==> config.mk <==
export PLATFORM = sky130hd
export DESIGN_NAME = rpn_axis_type_router
export DESIGN_NICKNAME = d
export VERILOG_FILES = /design/src/rtl/rpn_axis_type_router.sv
export SDC_FILE = /design/constraint.sdc
export NUM_CORES = 1
export LEC_CHECK = 0
export ABC_AREA = 0
export CAP_MARGIN = 20
export CORE_AREA = 2 2 531 533
export CTS_BUF_LIST = sky130_fd_sc_hd__clkbuf_4
export CTS_CLUSTER_DIAMETER = 30
export DETAILED_ROUTE_END_ITERATION = 6
export DIE_AREA = 0 0 533 535
export PLACE_DENSITY_LB_ADDON = 0.05
export SYNTH_ARGS = -nofsm -noshare
export SYNTH_HDL_FRONTEND = slang
export SYNTH_SLANG_ARGS = --single-unit
==> constraint.sdc <==
create_clock -name i_clk -period 2.6 [get_ports i_clk]
set_input_delay 0.39 -clock i_clk [delete_from_list [all_inputs] [get_ports i_clk]]
set_output_delay 0.39 -clock i_clk [all_outputs]
set_load 0.05 [all_outputs]
==> src/rtl/rpn_axis_type_router.sv <==
// Packet-aware AXI-Stream router: decodes the RPN message type on the first
// beat, picks the lowest-index channel whose value/mask pair matches, holds
// that route until tlast and presents beats through a one-deep output slice.
// Unmatched packets are either consumed and counted, or sent to a default
// channel.
//
// Handshake: a beat moves on the input when from_network_bridge_tvalid and
// from_network_bridge_tready are both high at a rising clock edge; a beat
// leaves the slice when to_rpn_tvalid[k] and to_rpn_tready[k] are both high
// for the one selected channel k. tready on other channels has no effect, and
// the slice holds tvalid and payload stable until its beat is taken.
module rpn_axis_type_router #(
   parameter int AXIS_DATA_WIDTH  = 512,
   parameter int AXIS_KEEP_WIDTH  = AXIS_DATA_WIDTH / 8,
   parameter int AXIS_TDEST_WIDTH = 8,
   parameter int AXIS_TUSER_WIDTH = 64,
   parameter int NUM_CHANNELS     = 4,
   parameter int MSG_TYPE_OFFSET  = 0,
   parameter int MSG_TYPE_WIDTH   = 8,
   parameter logic [NUM_CHANNELS*MSG_TYPE_WIDTH-1:0] CH_MATCH_VALUE = {8'h40, 8'h20, 8'h10, 8'h00},
   parameter logic [NUM_CHANNELS*MSG_TYPE_WIDTH-1:0] CH_MATCH_MASK  = {8'hF0, 8'hE0, 8'hF0, 8'hF0},
   parameter int DROP_UNMATCHED   = 1,
   parameter int DEFAULT_CHANNEL  = 0
) (
   input  logic                        i_clk,
   input  logic                        i_ap_rst_n,
   input  logic                        from_network_bridge_tvalid,
   output logic                        from_network_bridge_tready,
   input  logic [AXIS_DATA_WIDTH-1:0]  from_network_bridge_tdata,
   input  logic [AXIS_KEEP_WIDTH-1:0]  from_network_bridge_tkeep,
   input  logic [AXIS_TDEST_WIDTH-1:0] from_network_bridge_tid,
   input  logic [AXIS_TDEST_WIDTH-1:0] from_network_bridge_tdest,
   input  logic [AXIS_TUSER_WIDTH-1:0] from_network_bridge_tuser,
   input  logic                        from_network_bridge_tlast,
   output logic [NUM_CHANNELS-1:0]     to_rpn_tvalid,
   input  logic [NUM_CHANNELS-1:0]     to_rpn_tready,
   output logic [AXIS_DATA_WIDTH-1:0]  to_rpn_tdata,
   output logic [AXIS_KEEP_WIDTH-1:0]  to_rpn_tkeep,
   output logic [AXIS_TDEST_WIDTH-1:0] to_rpn_tid,
   output logic [AXIS_TDEST_WIDTH-1:0] to_rpn_tdest,
   output logic [AXIS_TUSER_WIDTH-1:0] to_rpn_tuser,
   output logic                        to_rpn_tlast,
   output logic [31:0]                 o_drop_count,
   output logic                        o_in_packet
);

   localparam int CH_W = (NUM_CHANNELS > 1) ? $clog2(NUM_CHANNELS) : 1;

   typedef enum logic [1:0] {
      ST_IDLE = 2'd0,
      ST_FWD  = 2'd1,
      ST_DROP = 2'd2
   } state_t;

   // FSM state register; kept as a named signal so checkers can bind to it.
   state_t                      state;
   logic                        rdy_en;
   logic [CH_W-1:0]             route_q;
   logic [NUM_CHANNELS-1:0]     vld_q;
   logic [AXIS_DATA_WIDTH-1:0]  data_q;
   logic [AXIS_KEEP_WIDTH-1:0]  keep_q;
   logic [AXIS_TDEST_WIDTH-1:0] id_q;
   logic [AXIS_TDEST_WIDTH-1:0] dest_q;
   logic [AXIS_TUSER_WIDTH-1:0] user_q;
   logic                        last_q;
   logic [31:0]                 drop_cnt_q;

   logic [MSG_TYPE_WIDTH-1:0]   msg_type;
   logic                        hit;
   logic [CH_W-1:0]             hit_ch;
   logic                        unload;
   logic                        accept;
   logic                        load;
   logic [CH_W-1:0]             load_ch;
   logic [NUM_CHANNELS-1:0]     load_onehot;
   logic                        first_drop;

   assign msg_type = from_network_bridge_tdata[MSG_TYPE_OFFSET +: MSG_TYPE_WIDTH];

   // Type match: scan high to low so the lowest matching channel wins.
   always_comb begin
      hit    = 1'b0;
      hit_ch = '0;
      for (int k = NUM_CHANNELS - 1; k >= 0; k--) begin
         if (((msg_type ^ CH_MATCH_VALUE[k*MSG_TYPE_WIDTH +: MSG_TYPE_WIDTH]) &
              CH_MATCH_MASK[k*MSG_TYPE_WIDTH +: MSG_TYPE_WIDTH]) == '0) begin
            hit    = 1'b1;
            hit_ch = CH_W'(k);
         end
      end
   end

   // Only the selected channel's ready can drain the slice, since vld_q is one-hot.
   assign unload = |(vld_q & to_rpn_tready);
   // rdy_en keeps tready low during reset and for the first edge after it.
   assign from_network_bridge_tready = rdy_en & ((state == ST_DROP) | ~(|vld_q) | unload);
   assign accept = from_network_bridge_tvalid & from_network_bridge_tready;

   // Decide whether an accepted beat loads the slice and for which channel.
   always_comb begin
      load       = 1'b0;
      load_ch    = route_q;
      first_drop = 1'b0;
      if (accept) begin
         case (state)
            ST_IDLE: begin
               if (hit) begin
                  load    = 1'b1;
                  load_ch = hit_ch;
               end else if (DROP_UNMATCHED == 0) begin
                  load    = 1'b1;
                  load_ch = CH_W'(DEFAULT_CHANNEL);
               end else begin
                  first_drop = 1'b1;
               end
            end
            ST_FWD:  load = 1'b1;
            default: load = 1'b0;
         endcase
      end
   end

   // One-hot valid pattern for the channel being loaded.
   always_comb begin
      load_onehot = '0;
      for (int k = 0; k < NUM_CHANNELS; k++) begin
         load_onehot[k] = (load_ch == CH_W'(k));
      end
   end

   // Packet FSM: lock the route on the first beat, release on the tlast beat.
   always_ff @(posedge i_clk or negedge i_ap_rst_n) begin
      if (!i_ap_rst_n) begin
         state   <= ST_IDLE;
         route_q <= '0;
         rdy_en  <= 1'b0;
      end else begin
         rdy_en <= 1'b1;
         if (accept) begin
            case (state)
               ST_IDLE: begin
                  route_q <= load_ch;
                  if (!from_network_bridge_tlast) begin
                     state <= first_drop ? ST_DROP : ST_FWD;
                  end
               end
               default: begin
                  if (from_network_bridge_tlast) begin
                     state <= ST_IDLE;
                  end
               end
            endcase
         end
      end
   end

   // Saturating count of dropped packets, bumped on each dropped first beat.
   always_ff @(posedge i_clk or negedge i_ap_rst_n) begin
      if (!i_ap_rst_n) begin
         drop_cnt_q <= '0;
      end else if (first_drop && (drop_cnt_q != 32'hFFFF_FFFF)) begin
         drop_cnt_q <= drop_cnt_q + 32'd1;
      end
   end

   // Output slice: load and unload in the same cycle keep full throughput.
   always_ff @(posedge i_clk or negedge i_ap_rst_n) begin
      if (!i_ap_rst_n) begin
         vld_q  <= '0;
         data_q <= '0;
         keep_q <= '0;
         id_q   <= '0;
         dest_q <= '0;
         user_q <= '0;
         last_q <= 1'b0;
      end else if (load) begin
         vld_q  <= load_onehot;
         data_q <= from_network_bridge_tdata;
         keep_q <= from_network_bridge_tkeep;
         id_q   <= from_network_bridge_tid;
         dest_q <= from_network_bridge_tdest;
         user_q <= from_network_bridge_tuser;
         last_q <= from_network_bridge_tlast;
      end else if (unload) begin
         vld_q <= '0;
      end
   end

   assign to_rpn_tvalid = vld_q;
   assign to_rpn_tdata  = data_q;
   assign to_rpn_tkeep  = keep_q;
   assign to_rpn_tid    = id_q;
   assign to_rpn_tdest  = dest_q;
   assign to_rpn_tuser  = user_q;
   assign to_rpn_tlast  = last_q;
   assign o_drop_count  = drop_cnt_q;
   assign o_in_packet   = (state != ST_IDLE);

endmodule

# Yosys cells after proc, flatten, opt, wreduce, memory -nomap -nowiden
# Index checks and enable logic that the tools add are counted.
# Widths: inputs -> output; s select.
# word_totals
ff_bits,698
in_bits,664
# classes
addsub,1
eq_ne,7
muxes,23
bitwise_logic,9
reduce_logical,14
# op_table
cell,n
$add 32x1->32 const B,1
$logic_not 8->1,4
$ne 32x32->1 const B,1
$mux 2,11
$mux 1,9
$mux 4,2
$reduce_or 4->1,2
$eq 2x2->1 const B,3
$reduce_bool 2->1,3
$and 4x4->4,1
$eq 2x1->1 const B,2
$logic_not 2->1,2
$not 1->1,4
$reduce_and 3->1,1
$and 1x1->1,2
$ne 2x2->1 const B,1
$or 1x1->1,2
$pmux 1 s2,1
$reduce_and 2->1,1
$logic_and 1x1->1,1

# Longest topological paths before layout
# depth
depth_word,12
ltp_mapped,8

# Worst setup path before layout
# OpenSTA, ideal clock, no wires.
# synth_path
kind,reg2reg
start,"reg vld_q[1], in the netlist to_rpn_tvalid[1]"
end,"reg data_q[435], in the netlist to_rpn_tdata[435]"
setup_time_ns,0.127
t_arrival_ns,3.142
setup_slack_ns,-0.669
path_stages_with_launch,9
period_less_slack_ns,3.269
cell_sequence,dfrtp_1 -> or4_1 -> a41oi_2 -> nand2_1 -> nor3_4 -> buf_6 -> buf_6 -> buf_6 -> mux2_1
# synth_between
elab_chain_len,7
elab_cells_between_ends,9
# synth_lines
item,line,rtl
from (decl),59,logic [NUM_CHANNELS-1:0] vld_q;
from (signal assigned),177,vld_q <= load_onehot;
$reduce_or 4->1,96,assign from_network_bridge_tready = rdy_en & ((state == ST_DROP) | ~(|vld_q) | unload);
$not 1->1,96,
$or 1x1->1,96,
$or 1x1->1 *,96,
$and 1x1->1 *,96,
net from_network_bridge_tready,28,"output logic from_network_bridge_tready,"
$and 1x1->1 *,97,assign accept = from_network_bridge_tvalid & from_network_bridge_tready;
$mux 1 *,104,if (accept) begin
to (signal assigned),178,data_q <= from_network_bridge_tdata;
to (decl),60,logic [AXIS_DATA_WIDTH-1:0] data_q;
# Mark *: on every way through the listed nets, which the timed path passes. The rest lies on a longest branch.
# A chain may end at the register's enable or synchronous reset.

# Worst setup path in the final report
# layout_path
start,"reg vld_q[0], in the netlist to_rpn_tvalid[0]"
end,out from_network_bridge_tready
# layout_between
elab_chain_len,5
elab_cells_between_ends,7
# layout_lines
item,line
$reduce_or 4->1,96
$not 1->1,96
$or 1x1->1,96
$or 1x1->1 *,96
$and 1x1->1 *,96
to (decl),28
# Every way passes the cells marked *; elsewhere a longest branch is shown, timed or not.

==> qor.txt <==
Async SR Flop Fraction: 100%
Synthesis-stage register bit count: 698
Root Driver: clkbuf_4
TritonRoute pass-1 iters: 4
Post-synth EDFFs: 0
Via count: 24500
Post-route cell area: 55900 um^2
Most frequent cell after synthesis: dfrtp_1
Residual DRC: 0
Outcome: complete, but fails checks
Static Leak: 23.9 nW
Cell Area, Synth: 26500 um^2
Failing checks: setup timing
Placed Area: 45300 um^2
Antenna violations before repair: 89
Switching power total: 37.7 mW
Synth top area share: 66.0%
Initial Util: 9.49%
Yosys cell types: 40
Syn_area_per_cell: 16.6 um^2
Area occupied by multi-input gates: 8460 um^2
Max Clk Rate: 0.334 GHz
Drt total wl: 188000 um
Crit. End Element: output port
Clk_lat worst skew: 1.23 ns
Slowest stage cell, crit path: or4_4
Initial DRC count: 436
Worst reg2reg setup slack: -0.26 ns
Reg2reg end: to_rpn_tdata[203]
Cell internal pwr: 35.5 mW
First-pass GRT wire length: 243000 um
Synth-to-layout area growth: 111%
Slew Limit Fails: 0
Core area: 279000 um^2
Final Hold Vio Count: 0
CP Class: reg -> out
CTS Buf Count: 285
Die area: 285000 um^2
Sequential fraction of the synthesis area: 66.0%
Die Wd: 533 um
Fill cells: 30600
Highest ir drop seen on vdd: 0.000600 V
Post-DP HPWL: 146000 um
Vias per cell: 3.05
CP max FO: 2
Vias in the first global route: 27900
Sw frac: 51.5%
Tmin final: 3.00 ns
Crit path launch: to_rpn_tvalid[0]
Max clock buf depth: 4
Sequential Area: 17500 um^2
Worst Clk Skew: 0.0902 ns
Syn Inst Count: 1591
Setup violators final: 648
Reg clk slew, reported paths: 0.05 ns
Startpoint Class: register
Power Density: 1310 nW/um^2
Clock share of power: 18.4%
Worst min-delay path class: in -> reg
Worst path arrival time: 2.61 ns
Crit path to: from_network_bridge_tready
Row Count: 194
Reg power frac: 26.4%
Clock sinks: 698
PortBufs: 1358
Max Cap Viol: 0
Ordered list of cells on the worst path: or4_4 > a41oi_4 > buf_6 > buf_12
Post-route ant nets: 0
Worst Reg-to-Reg Cells: 12
Cell family with most CP delay: simple AND/OR/NAND/NOR gates
Commonest cells in the netlist: dfrtp_1, mux2_2, mux2_1
Buf/Inv on CP: 2
Final setup margin: -0.396 ns
Global Route Usage Sum: 12.4%
GPL Wtd Cong: 0.789
Largest net degree at the start of global routing: 73
Post-Syn Nets: 2256
Fin nets: 4733
Proportion of layout cells with a drive suffix above 1: 46.3%
Hold path cells: 4
Total gr overflow: 0
CTS tree: done
Unrepaired setup endpoints after global routing: true
Chip height: 535 um
Top cells by area, synth: dfrtp_1, mux2_2, mux2_1
Post-synth top area cell: dfrtp_1
H-tree depth: 5
Worst path depth: 4
Primary FF master, synth: dfrtp_1
Combinational power share: 55.3%
Core Util, Final: 20.0%
IO Pins: 1359
Worst reg2reg startpoint: to_rpn_tvalid[0]
WL/cell: 23.4 um
Period utilisation layout: 115%
Critical path's largest stage delay: 0.55 ns
Synth warn: 0
Worst EP required: 2.21 ns
-- cell families after synthesis --
logic type | Yosys count | share of synthesized area, %
AO/OA/AOI/OAI | 18 | 0.534
flip-flops | 698 | 66.0
buffers and inverters | 83 | 2.23
XOR/XNOR | 32 | 1.06
adder cells (fa/ha/maj) | 1 | 0.0473
other | 1 | 0.0142
AND/OR/NAND/NOR | 100 | 2.09
multiplexers | 658 | 28.0
-- routing by layer --
metal	share of wire (%)	GRT usage, %
met1	35	12.5
met2	48	20.9
met3	12	7.07
met4	4.2	5.24
met5	0.031	0
-- final cells by class --
class,count,share of cell area [%]
Antenna cell,35,0.157
Clock buffer,375,5.03
Clock inverter,120,1.17
Inverter,7,0.0470
Multi-Input combinational cell,810,15.1
Sequential cell,698,31.3
Tap cell,3724,8.33
Timing Repair Buffer,2266,38.9
-- registers in the layout, summed over array words and instances (netlist names) --
signal and count:
state 2, to_rpn_tvalid 4, o_drop_count 32, to_rpn_tdest 8, to_rpn_tdata 512, rdy_en 1, to_rpn_tkeep 64, to_rpn_tlast 1
to_rpn_tuser 64, to_rpn_tid 8, route_q 2
-- how the worst min path moves through the flow --
stage	start	endpoint	slack [ns]
CTS	from_network_bridge_tdata[353]	to_rpn_tdata[353]	0.001
global placement	i_ap_rst_n	to_rpn_tuser[20]	0.35
floorplan	i_ap_rst_n	o_drop_count[0]	0.09
detailed placement	i_ap_rst_n	to_rpn_tuser[20]	0.36
global route	to_rpn_tready[1]	to_rpn_tvalid[1]	0.11
finish	to_rpn_tready[1]	to_rpn_tvalid[1]	0.29
-- through the flow --
step | setup WS, ns | TNS, ns | hold WS (ns) | instances | total power [mW]
floorplan | -0.248 | -154.39 | 0.0944 | 1591 | 43.3
global placement | -0.535 | -290.00 | 0.351 | 6715 | 62.0
detailed placement | -0.503 | -261.24 | 0.356 | 6715 | 62.0
CTS | -0.739 | -162.05 | 0.00105 | 7923 | 74.6
global route | -0.644 | -154.58 | 0.110 | 8020 | 77.6
finish | -0.396 | -87.79 | 0.294 | 8035 | 73.2
-- repair_timing --
action / CTS / global route
hold buffers: 669 / 0
resized for setup: 3037 / 84
pin swaps: 3 / 3
hold endpoints to repair: 1361 / 0
endpoints found under the setup margin: 900 / 656
buffers inserted: 23 / 34
cloned: 21 / 47
-- cells in the final DEF (no fill, tap or decap), drive strengths merged, types with 2 or more instances in the layout --
cell           count
xnor2              3
clkdlybuf4s18     10
nor4               9
nand4              7
nand3             17
xor2              29
dlygate4sd3      668
and3               3
clkdlybuf4s50    662
nor2              11
bufbuf             2
inv               15
diode             35
bufinv             5
clkinvlp           5
or2                2
a21oi              4
and2               4
and4               7
a32o               3
o31ai              2
buf              842
nand2             15
clkinv           102
a22oi              2
o211ai             2
nor3              18
clkbuf           413
mux2             658
dfrtp            698
clkdlybuf4s15     44
-- power by group through the flow --
stage                     Sequential (mW)  Clock, mW  Combinational, mW
after floorplan                      37.2          0               6.10
after global placement               19.7          0               42.4
after detailed placement             19.7          0               42.3
after CTS                            19.5       14.4               40.6
after global routing                 20.1       15.0               42.6
final                                19.3       13.5               40.5
-- tightest hold or removal path: stages --
cell and delay [ns]:
clkdlybuf4s50_1 0.49, a22oi_2 0.11, and2_1 0.20, a32o_1 0.22
No activity file was read; power rests on OpenSTA's default activity.
